## config.mk

```make
export PLATFORM = sky130hd
export DESIGN_NAME = oneshot_gen_wb_flat
export DESIGN_NICKNAME = d
export VERILOG_FILES = /design/src/rtl/oneshot_gen_wb_pkg.sv /design/src/rtl/oneshot_gen_wb_if.sv /design/src/rtl/oneshot_gen_wb_channel.sv /design/src/rtl/oneshot_gen_wb.sv /design/src/flat_wrapper.sv
export SDC_FILE = /design/constraint.sdc
export NUM_CORES = 1
export LEC_CHECK = 0
export BUFFER_PORTS_ARGS = -buffer_cell sky130_fd_sc_hd__buf_4
export CAP_MARGIN = 15
export CORE_MARGIN = 8
export CORE_UTILIZATION = 40
export CTS_BUF_LIST = sky130_fd_sc_hd__clkbuf_4 sky130_fd_sc_hd__clkbuf_8
export CTS_CLUSTER_SIZE = 20
export DETAILED_ROUTE_END_ITERATION = 10
export GPL_TIMING_DRIVEN = 0
export SLEW_MARGIN = 20
export SYNTH_ARGS = -nofsm -noshare
export SYNTH_HDL_FRONTEND = slang
export SYNTH_SLANG_ARGS = --single-unit
```

## constraint.sdc

```tcl
create_clock -name i_clk -period 4.7 [get_ports i_clk]
set_input_delay 0.47 -clock i_clk [delete_from_list [all_inputs] [get_ports i_clk]]
set_output_delay 0.47 -clock i_clk [all_outputs]
set_load 0.05 [all_outputs]
```

## src/rtl/oneshot_gen_wb_pkg.sv

```systemverilog
// oneshot_gen_wb shared definitions:
// register offsets, CTRL bit layout, frame engine states.
package oneshot_pkg;

  localparam logic [7:0] OFS_WIDTH_BASE = 8'h00;
  localparam logic [7:0] OFS_CTRL       = 8'h40;
  localparam logic [7:0] OFS_PERIOD     = 8'h44;
  localparam logic [7:0] OFS_STATUS     = 8'h48;
  localparam logic [7:0] OFS_ARM        = 8'h4C;

  localparam int CTRL_CONT_BIT = 16;

  typedef enum logic {
    ST_IDLE = 1'b0,
    ST_RUN  = 1'b1
  } state_t;

  function automatic logic [31:0] sel_merge(
    input logic [31:0] old_v,
    input logic [31:0] new_v,
    input logic [3:0]  sel
  );
    logic [31:0] r;
    for (int b = 0; b < 4; b++) begin
      r[8*b +: 8] = sel[b] ? new_v[8*b +: 8]
                           : old_v[8*b +: 8];
    end
    return r;
  endfunction

endpackage

```

## src/rtl/oneshot_gen_wb_if.sv

```systemverilog
// Wishbone-classic bus bundle between the CPU
// interconnect and the oneshot pulse generator.
interface oneshot_gen_wb_if #(
  parameter int ADDR_WIDTH   = 32,
  parameter int DATA_WIDTH   = 32,
  parameter int SELECT_WIDTH = DATA_WIDTH / 8
);
  logic [ADDR_WIDTH-1:0]   wbm_adr_i;
  logic [DATA_WIDTH-1:0]   wbm_dat_i;
  logic [DATA_WIDTH-1:0]   wbm_dat_o;
  logic                    wbm_we_i;
  logic [SELECT_WIDTH-1:0] wbm_sel_i;
  logic                    wbm_stb_i;
  logic                    wbm_ack_o;
  logic                    wbm_err_o;
  logic                    wbm_rty_o;
  logic                    wbm_cyc_i;

  modport master (
    output wbm_adr_i, wbm_dat_i, wbm_we_i,
    output wbm_sel_i, wbm_stb_i, wbm_cyc_i,
    input  wbm_dat_o, wbm_ack_o,
    input  wbm_err_o, wbm_rty_o
  );

  modport slave (
    input  wbm_adr_i, wbm_dat_i, wbm_we_i,
    input  wbm_sel_i, wbm_stb_i, wbm_cyc_i,
    output wbm_dat_o, wbm_ack_o,
    output wbm_err_o, wbm_rty_o
  );
endinterface

```

## src/rtl/oneshot_gen_wb_channel.sv

```systemverilog
// One pulse channel: frame-latched width and enable,
// comparator against the shared frame counter.
module oneshot_channel #(
  parameter int CNT_W = 16
) (
  input  logic             i_clk,
  input  logic             i_rst,
  input  logic             i_load,
  input  logic             i_run,
  input  logic             i_en,
  input  logic [CNT_W-1:0] i_width,
  input  logic [CNT_W-1:0] i_cnt,
  output logic             o_pulse
);

  logic [CNT_W-1:0] r_w;
  logic             r_en_sh;
  logic             r_pulse;

  // en only joins at a frame start, but drops out at once
  always_ff @(posedge i_clk) begin
    if (i_rst) begin
      r_w     <= '0;
      r_en_sh <= 1'b0;
      r_pulse <= 1'b0;
    end else begin
      if (i_load) begin
        r_w     <= i_width;
        r_en_sh <= i_en;
      end else begin
        r_en_sh <= r_en_sh & i_en;
      end
      r_pulse <= i_run & i_en & r_en_sh
               & (i_cnt < r_w);
    end
  end

  assign o_pulse = r_pulse;

endmodule

```

## src/rtl/oneshot_gen_wb.sv

```systemverilog
// N-channel oneshot/PWM pulse generator with a
// Wishbone-classic register file and frame engine.
module oneshot_gen_wb
  import oneshot_pkg::*;
#(
  parameter int          DATA_WIDTH     = 32,
  parameter int          ADDR_WIDTH     = 32,
  parameter int          SELECT_WIDTH   = DATA_WIDTH / 8,
  parameter int          NUM_CH         = 6,
  parameter int          CNT_W          = 16,
  parameter logic [15:0] DEFAULT_PERIOD = 16'd1000
) (
  input  logic              i_clk,
  input  logic              i_rst,
  oneshot_gen_wb_if.slave   wb,
  output logic [NUM_CH-1:0] o_pulse
);

  logic                    r_ack;
  logic [DATA_WIDTH-1:0]   r_dat;
  logic [CNT_W-1:0]        r_width [NUM_CH];
  logic [NUM_CH-1:0]       r_en;
  logic                    r_cont;
  logic [CNT_W-1:0]        r_period;

  state_t                  r_state, w_state_n;
  logic [CNT_W-1:0]        r_cnt, w_cnt_n;
  logic [CNT_W-1:0]        r_per_sh, w_per_n;
  logic [CNT_W-1:0]        w_p;
  logic [15:0]             r_frames, w_frames_n;
  logic                    w_load, w_last;

  logic [ADDR_WIDTH-1:0]   w_adr;
  logic [SELECT_WIDTH-1:0] w_sel;
  logic [7:0]              w_ofs;
  logic [3:0]              w_ch;
  logic                    w_req, w_wr, w_rd;
  logic                    w_is_width, w_arm;
  logic [CNT_W-1:0]        w_width_sel;
  logic [DATA_WIDTH-1:0]   w_rdata, w_merged;
  logic [DATA_WIDTH-1:0]   w_ctrl, w_status;
  logic                    w_unused;

  assign w_adr  = wb.wbm_adr_i;
  assign w_sel  = wb.wbm_sel_i;
  assign w_ofs  = {w_adr[7:2], 2'b00};
  assign w_ch   = w_adr[5:2];
  assign w_unused = &{1'b0, w_adr[ADDR_WIDTH-1:8],
                      w_adr[1:0]};

  assign w_req = wb.wbm_stb_i & wb.wbm_cyc_i & ~r_ack;
  assign w_wr  = w_req & wb.wbm_we_i;
  assign w_rd  = w_req & ~wb.wbm_we_i;

  assign w_is_width = (w_adr[7:6] == 2'b00)
                    && (int'(w_ch) < NUM_CH);
  assign w_arm = w_wr & (w_ofs == OFS_ARM)
               & w_sel[0] & wb.wbm_dat_i[0];

  always_comb begin
    w_width_sel = '0;
    for (int n = 0; n < NUM_CH; n++) begin
      if (w_ch == 4'(n)) w_width_sel = r_width[n];
    end
  end

  assign w_ctrl = 32'(r_en)
                | (32'(r_cont) << CTRL_CONT_BIT);
  assign w_status = {r_frames, 15'd0,
                     r_state == ST_RUN};

  always_comb begin
    w_rdata = '0;
    unique case (1'b1)
      w_is_width:             w_rdata = 32'(w_width_sel);
      (w_ofs == OFS_CTRL):    w_rdata = w_ctrl;
      (w_ofs == OFS_PERIOD):  w_rdata = 32'(r_period);
      (w_ofs == OFS_STATUS):  w_rdata = w_status;
      default:                w_rdata = '0;
    endcase
  end

  assign w_merged = sel_merge(w_rdata, wb.wbm_dat_i, w_sel);

  always_ff @(posedge i_clk) begin
    if (i_rst) begin
      r_ack    <= 1'b0;
      r_dat    <= '0;
      r_en     <= '0;
      r_cont   <= 1'b0;
      r_period <= CNT_W'(DEFAULT_PERIOD);
      for (int n = 0; n < NUM_CH; n++) r_width[n] <= '0;
    end else begin
      r_ack <= w_req;
      r_dat <= w_rd ? w_rdata : '0;
      if (w_wr) begin
        for (int n = 0; n < NUM_CH; n++) begin
          if (w_is_width && w_ch == 4'(n))
            r_width[n] <= w_merged[CNT_W-1:0];
        end
        if (w_ofs == OFS_CTRL) begin
          r_en   <= w_merged[NUM_CH-1:0];
          r_cont <= w_merged[CTRL_CONT_BIT];
        end
        if (w_ofs == OFS_PERIOD)
          r_period <= w_merged[CNT_W-1:0];
      end
    end
  end

  assign wb.wbm_ack_o = r_ack;
  assign wb.wbm_dat_o = r_dat;
  assign wb.wbm_err_o = 1'b0;
  assign wb.wbm_rty_o = 1'b0;

  // frames shorter than 2 ticks are stretched to 2
  assign w_p = (r_per_sh < CNT_W'(2)) ? CNT_W'(2)
                                      : r_per_sh;
  assign w_last = (r_cnt == w_p - CNT_W'(1));

  always_ff @(posedge i_clk) begin
    if (i_rst) begin
      r_state  <= ST_IDLE;
      r_cnt    <= '0;
      r_per_sh <= CNT_W'(DEFAULT_PERIOD);
      r_frames <= '0;
    end else begin
      r_state  <= w_state_n;
      r_cnt    <= w_cnt_n;
      r_per_sh <= w_per_n;
      r_frames <= w_frames_n;
    end
  end

  always_comb begin
    w_state_n  = r_state;
    w_cnt_n    = r_cnt;
    w_frames_n = r_frames;
    w_load     = 1'b0;
    unique case (r_state)
      ST_IDLE: begin
        if (r_cont | w_arm) begin
          w_state_n = ST_RUN;
          w_cnt_n   = '0;
          w_load    = 1'b1;
        end
      end
      ST_RUN: begin
        if (w_last) begin
          w_frames_n = r_frames + 16'd1;
          if (r_cont) begin
            w_cnt_n = '0;
            w_load  = 1'b1;
          end else begin
            w_state_n = ST_IDLE;
          end
        end else begin
          w_cnt_n = r_cnt + CNT_W'(1);
        end
      end
      default: w_state_n = ST_IDLE;
    endcase
    w_per_n = w_load ? r_period : r_per_sh;
  end

  for (genvar g = 0; g < NUM_CH; g++) begin : g_ch
    oneshot_channel #(.CNT_W(CNT_W)) u_ch (
      .i_clk   (i_clk),
      .i_rst   (i_rst),
      .i_load  (w_load),
      .i_run   (r_state == ST_RUN),
      .i_en    (r_en[g]),
      .i_width (r_width[g]),
      .i_cnt   (r_cnt),
      .o_pulse (o_pulse[g])
    );
  end

endmodule

```

## src/flat_wrapper.sv

```systemverilog
// flat-port wrapper written by rule: the top's interface ports become plain ports
module oneshot_gen_wb_flat import oneshot_pkg::*;
#(
  parameter int          DATA_WIDTH     = 32,
  parameter int          ADDR_WIDTH     = 32,
  parameter int          SELECT_WIDTH   = DATA_WIDTH / 8,
  parameter int          NUM_CH         = 6,
  parameter int          CNT_W          = 16,
  parameter logic [15:0] DEFAULT_PERIOD = 16'd1000
)
  (i_clk, i_rst, o_pulse, wb_wbm_adr_i, wb_wbm_dat_i, wb_wbm_we_i, wb_wbm_sel_i, wb_wbm_stb_i, wb_wbm_cyc_i, wb_wbm_dat_o, wb_wbm_ack_o, wb_wbm_err_o, wb_wbm_rty_o);
  oneshot_gen_wb_if #(.ADDR_WIDTH(ADDR_WIDTH), .DATA_WIDTH(DATA_WIDTH), .SELECT_WIDTH(SELECT_WIDTH)) wb_i ();
  input  logic i_clk;
  input  logic i_rst;
  output logic [NUM_CH-1:0] o_pulse;
  input wire logic [$bits(wb_i.wbm_adr_i)-1:0] wb_wbm_adr_i;
  input wire logic [$bits(wb_i.wbm_dat_i)-1:0] wb_wbm_dat_i;
  input wire logic [$bits(wb_i.wbm_we_i)-1:0] wb_wbm_we_i;
  input wire logic [$bits(wb_i.wbm_sel_i)-1:0] wb_wbm_sel_i;
  input wire logic [$bits(wb_i.wbm_stb_i)-1:0] wb_wbm_stb_i;
  input wire logic [$bits(wb_i.wbm_cyc_i)-1:0] wb_wbm_cyc_i;
  output wire logic [$bits(wb_i.wbm_dat_o)-1:0] wb_wbm_dat_o;
  output wire logic [$bits(wb_i.wbm_ack_o)-1:0] wb_wbm_ack_o;
  output wire logic [$bits(wb_i.wbm_err_o)-1:0] wb_wbm_err_o;
  output wire logic [$bits(wb_i.wbm_rty_o)-1:0] wb_wbm_rty_o;
  assign wb_i.wbm_adr_i = wb_wbm_adr_i;
  assign wb_i.wbm_dat_i = wb_wbm_dat_i;
  assign wb_i.wbm_we_i = wb_wbm_we_i;
  assign wb_i.wbm_sel_i = wb_wbm_sel_i;
  assign wb_i.wbm_stb_i = wb_wbm_stb_i;
  assign wb_i.wbm_cyc_i = wb_wbm_cyc_i;
  assign wb_wbm_dat_o = wb_i.wbm_dat_o;
  assign wb_wbm_ack_o = wb_i.wbm_ack_o;
  assign wb_wbm_err_o = wb_i.wbm_err_o;
  assign wb_wbm_rty_o = wb_i.wbm_rty_o;
  oneshot_gen_wb #(.DATA_WIDTH(DATA_WIDTH), .ADDR_WIDTH(ADDR_WIDTH), .SELECT_WIDTH(SELECT_WIDTH), .NUM_CH(NUM_CH), .CNT_W(CNT_W), .DEFAULT_PERIOD(DEFAULT_PERIOD)) u_core (.i_clk(i_clk), .i_rst(i_rst), .wb(wb_i), .o_pulse(o_pulse));
endmodule
```

==> results by group <==
Final layout
  – Fin area: ~18000 sq um
  – Fillers: around 3800
  – Area grow syn2layout: 15.65%
  – Register area: ~7000 sq um
  – N_diodes: 0
  – Final nets: 1926
  – Layout cells sized above 1: 14.15%
  – Footprint of the multi-input gates: 7624 sq um
  – Final Util: between 40 and 50%

Worst hold path
  – Worst hold path class: in2reg

Timing
  – Final Critical Period: around 4.5 ns
  – Clk_skew: roughly 0.032 ns
  – Slew margin rel.: between 30 and 40%
  – Period utilization: 95.87%
  – Fin. Hold Viols: 0
  – RSZ-0062 raised after global routing: no
  – Final setup violation count: 0
  – TNS Setup: 0 ns
  – Pins Over Slew Limit: 0
  – Worst Tran Pin Value: 0.9601 ns
  – F_max: about 220 MHz
  – Final worst slack: 0.1943 ns

Critical path
  – Worst Path Arrival: 5.05 ns
  – Critical Path Start Type: register
  – Crit. End Element: register
  – Worst EP required: 5.24 ns
  – Critical Setup Path Class: reg2reg
  – Worst-path fanout max: 10

CTS
  – Skew-Pair Late Insertion Delay: 0.63 ns
  – # clock sinks: 309
  – Root Buffer: clkbuf_8
  – Max clock buf depth: 3
  – H-tree Lvls: 2
  – Num CTS Buffers: 53
  – CTS tree: built
  – Cts hold-fix bufs: 0
  – Clock slew at reported path FFs: 0.06 ns

Floorplan
  – Starting Density: around two fifths
  – Core region area: approximately 39000 sq um
  – Num rows: 72
  – Die ar.: 45610 sq um
  – I/O pin count: 114
  – Die Height: 213.6 um
  – Width of the chip: 213.6 um

Global route
  – First-pass GRT wire length: roughly 74 mm
  – Initial antenna violation count: 1
  – Number of global-route vias before repair: approximately 12000
  – Largest net degree at the start of global routing: 17
  – Gr ovfl total: 0
  – Tot GR Track Use: 21.27%

Place
  – Placed standard-cell area: 16790 sq um
  – GPL Wtd Cong: 0.9406
  – Pre-CTS WS: -0.4286 ns
  – Port bufs: 65
  – Detail Placement HPWL: 36.93 mm

Run status
  – Status: completed

Route
  – Detailed Route Iter0 Violations: 1043
  – Remaining DRCs: 0
  – DR vias: 12650
  – First-pass DRT Iterations: 6
  – Routed wire per std cell: 21.41 um
  – Avg Vias per Cell: about 5.5
  – Drt total wl: about 50 mm
  – Routed Antenna Nets: 0

Logic synthesis
  – EDFF count, synth: 96
  – Synth Flop Type: dfxtp_1
  – Count leader, synth: nand2_1
  – Top-area cell type share of the netlist area: a little over a quarter
  – Cells after synthesis: 1634
  – Flops & latches, synth: 309
  – Ys Warns: 0
  – Syn Std Cell Area: 15610 sq um
  – Commonest cells in the netlist: nand2_1 (250), dfxtp_1 (213), nor2_1 (144)
  – Yosys cell types: 74
  – Fraction of registers with async set/reset: 0%
  – Synth area leaders: dfxtp_1 (27%), edfxtp_1 (18%), mux2i_1 (8.8%), ha_1 (7.5%), nand2_1 (6.0%)
  – Mapped Avg Cell Area: 9.556 sq um
  – Synth area leader: dfxtp_1
  – Sequential-to-total area share from yosys stat: a little under half

Power and ir drop
  – Pleak: about 6.6 nW
  – Power Dens Cells: roughly 310 nW/um^2
  – Peak VDD IR: 204.7 uV
  – Final Power: 0.005639 W

Flow run
  – Number of maximum-capacitance violations: 0
registers in the layout, summed over array words and instances, names as in the netlist:
name	cells
u_core.wb.wbm_ack_o	1
u_core.wb.wbm_dat_o	32
u_core.g_ch.u_ch.r_en_sh	6
u_core.g_ch.u_ch.o_pulse	6
u_core.r_per_sh	16
u_core.r_period	16
u_core.r_state	1
u_core.r_frames	16
u_core.r_cnt	16
u_core.r_cont	1
u_core.r_en	6
u_core.r_width	96
u_core.g_ch.u_ch.r_w	96
what timing repair did:
action / in CTS / in global routing
pin swaps: 1 / 5
cloned: 0 / 1
endpoints found under the hold margin: 0 / 0
setup endpoints to repair: 149 / 145
resized for setup: 8 / 9
setup buffers: 1 / 2
power breakdown:
group          switching, W  internal [W]
Sequential        0.0000262       0.00277
Combinational      0.000173     0.0000710
Clock               0.00117       0.00143
layout by cell type (no fill, tap or decap), types with 7 or more instances in the layout:
master and count:
nand2_1 250, dfxtp_1 210, nor2_1 144, mux2i_1 136, inv_1 109, edfxtp_1 96, ha_1 92, buf_4 88
clkbuf_8 67, clkbuf_1 61, a21oi_1 51, nand2b_1 43, o21ai_0 29, nor3_1 28, a21o_1 28, nor2b_1 20
a221o_1 17, a221oi_1 17, and2_1 16, and3_1 16, o22ai_1 16, nand4_1 15, nand3_1 14, mux2_2 12
or2_2 12, clkinv_2 11, clkbuf_4 11, xor2_1 10, a21bo_2 10, o311ai_0 9, o41ai_1 9, xnor2_1 8
o21a_1 8, a2111oi_0 7, a22o_1 7, and4_1 7
critical path, cell delays in order (launching register included):
cell and delay [ns]:
dfxtp_2 0.36, or4_4 0.57, o41ai_4 0.43, ha_4 0.21, or4b_4 0.48, or3_4 0.38, nor2_1 0.12, o2111ai_1 0.10
or4_1 0.44, or2_1 0.26, buf_6 0.16, a21oi_4 0.21, buf_8 0.18, buf_12 0.16, buf_12 0.15, mux2i_1 0.19
through the flow:
step,hold WS [ns],cells
finish,0.1322,2320
global route,0.1257,2320
CTS,0.09804,2318
detailed placement,0.4469,2220
global placement,0.4432,2218
floorplan,0.4347,1635
cell families (layout without fill, tap and decap cells):
kind of cell	after synthesis	count (layout)	synth area share, %
and+or+nand+nor	602	602	17.92
other	1	2	0.02402
muxes	149	149	9.648
DFF	309	309	45.77
xor gates and xnor gates	18	18	1.010
adders and majority gates	93	93	7.453
AOI/OAI and AO/OA	254	254	12.08
buffers and inverters	208	375	6.098
metal layers:
layer	track usage [%]	routed length, um
met1	29.77	22520
met2	32.98	21930
met3	3.493	3665
met4	7.374	1533
met5	0	13
path summary, 6_finish.rpt:
check,startpoint,endpoint,slack [ns],depth (start not counted)
setup reg to reg,u_core.r_per_sh[3],u_core.g_ch[4].u_ch.r_w[1],0.19,15
hold / removal,i_rst,u_core.wb.wbm_ack_o,0.13,2
hold reg to reg,u_core.g_ch[3].u_ch.r_w[9],u_core.g_ch[3].u_ch.r_w[9],0.46,2
setup / recovery,u_core.r_per_sh[3],u_core.g_ch[4].u_ch.r_w[1],0.19,15
area by class of cell:
cell class | instances | share of cell area [%]
plain buffers | 97 | 3.007
well taps | 518 | 3.589
inverters | 110 | 2.287
clock buffers | 78 | 5.564
repair buffers | 71 | 3.021
multi-input cells | 1118 | 42.22
clock inverters | 19 | 0.7137
flip-flops and latches | 309 | 39.60
Power figures use the tool's default switching activity.
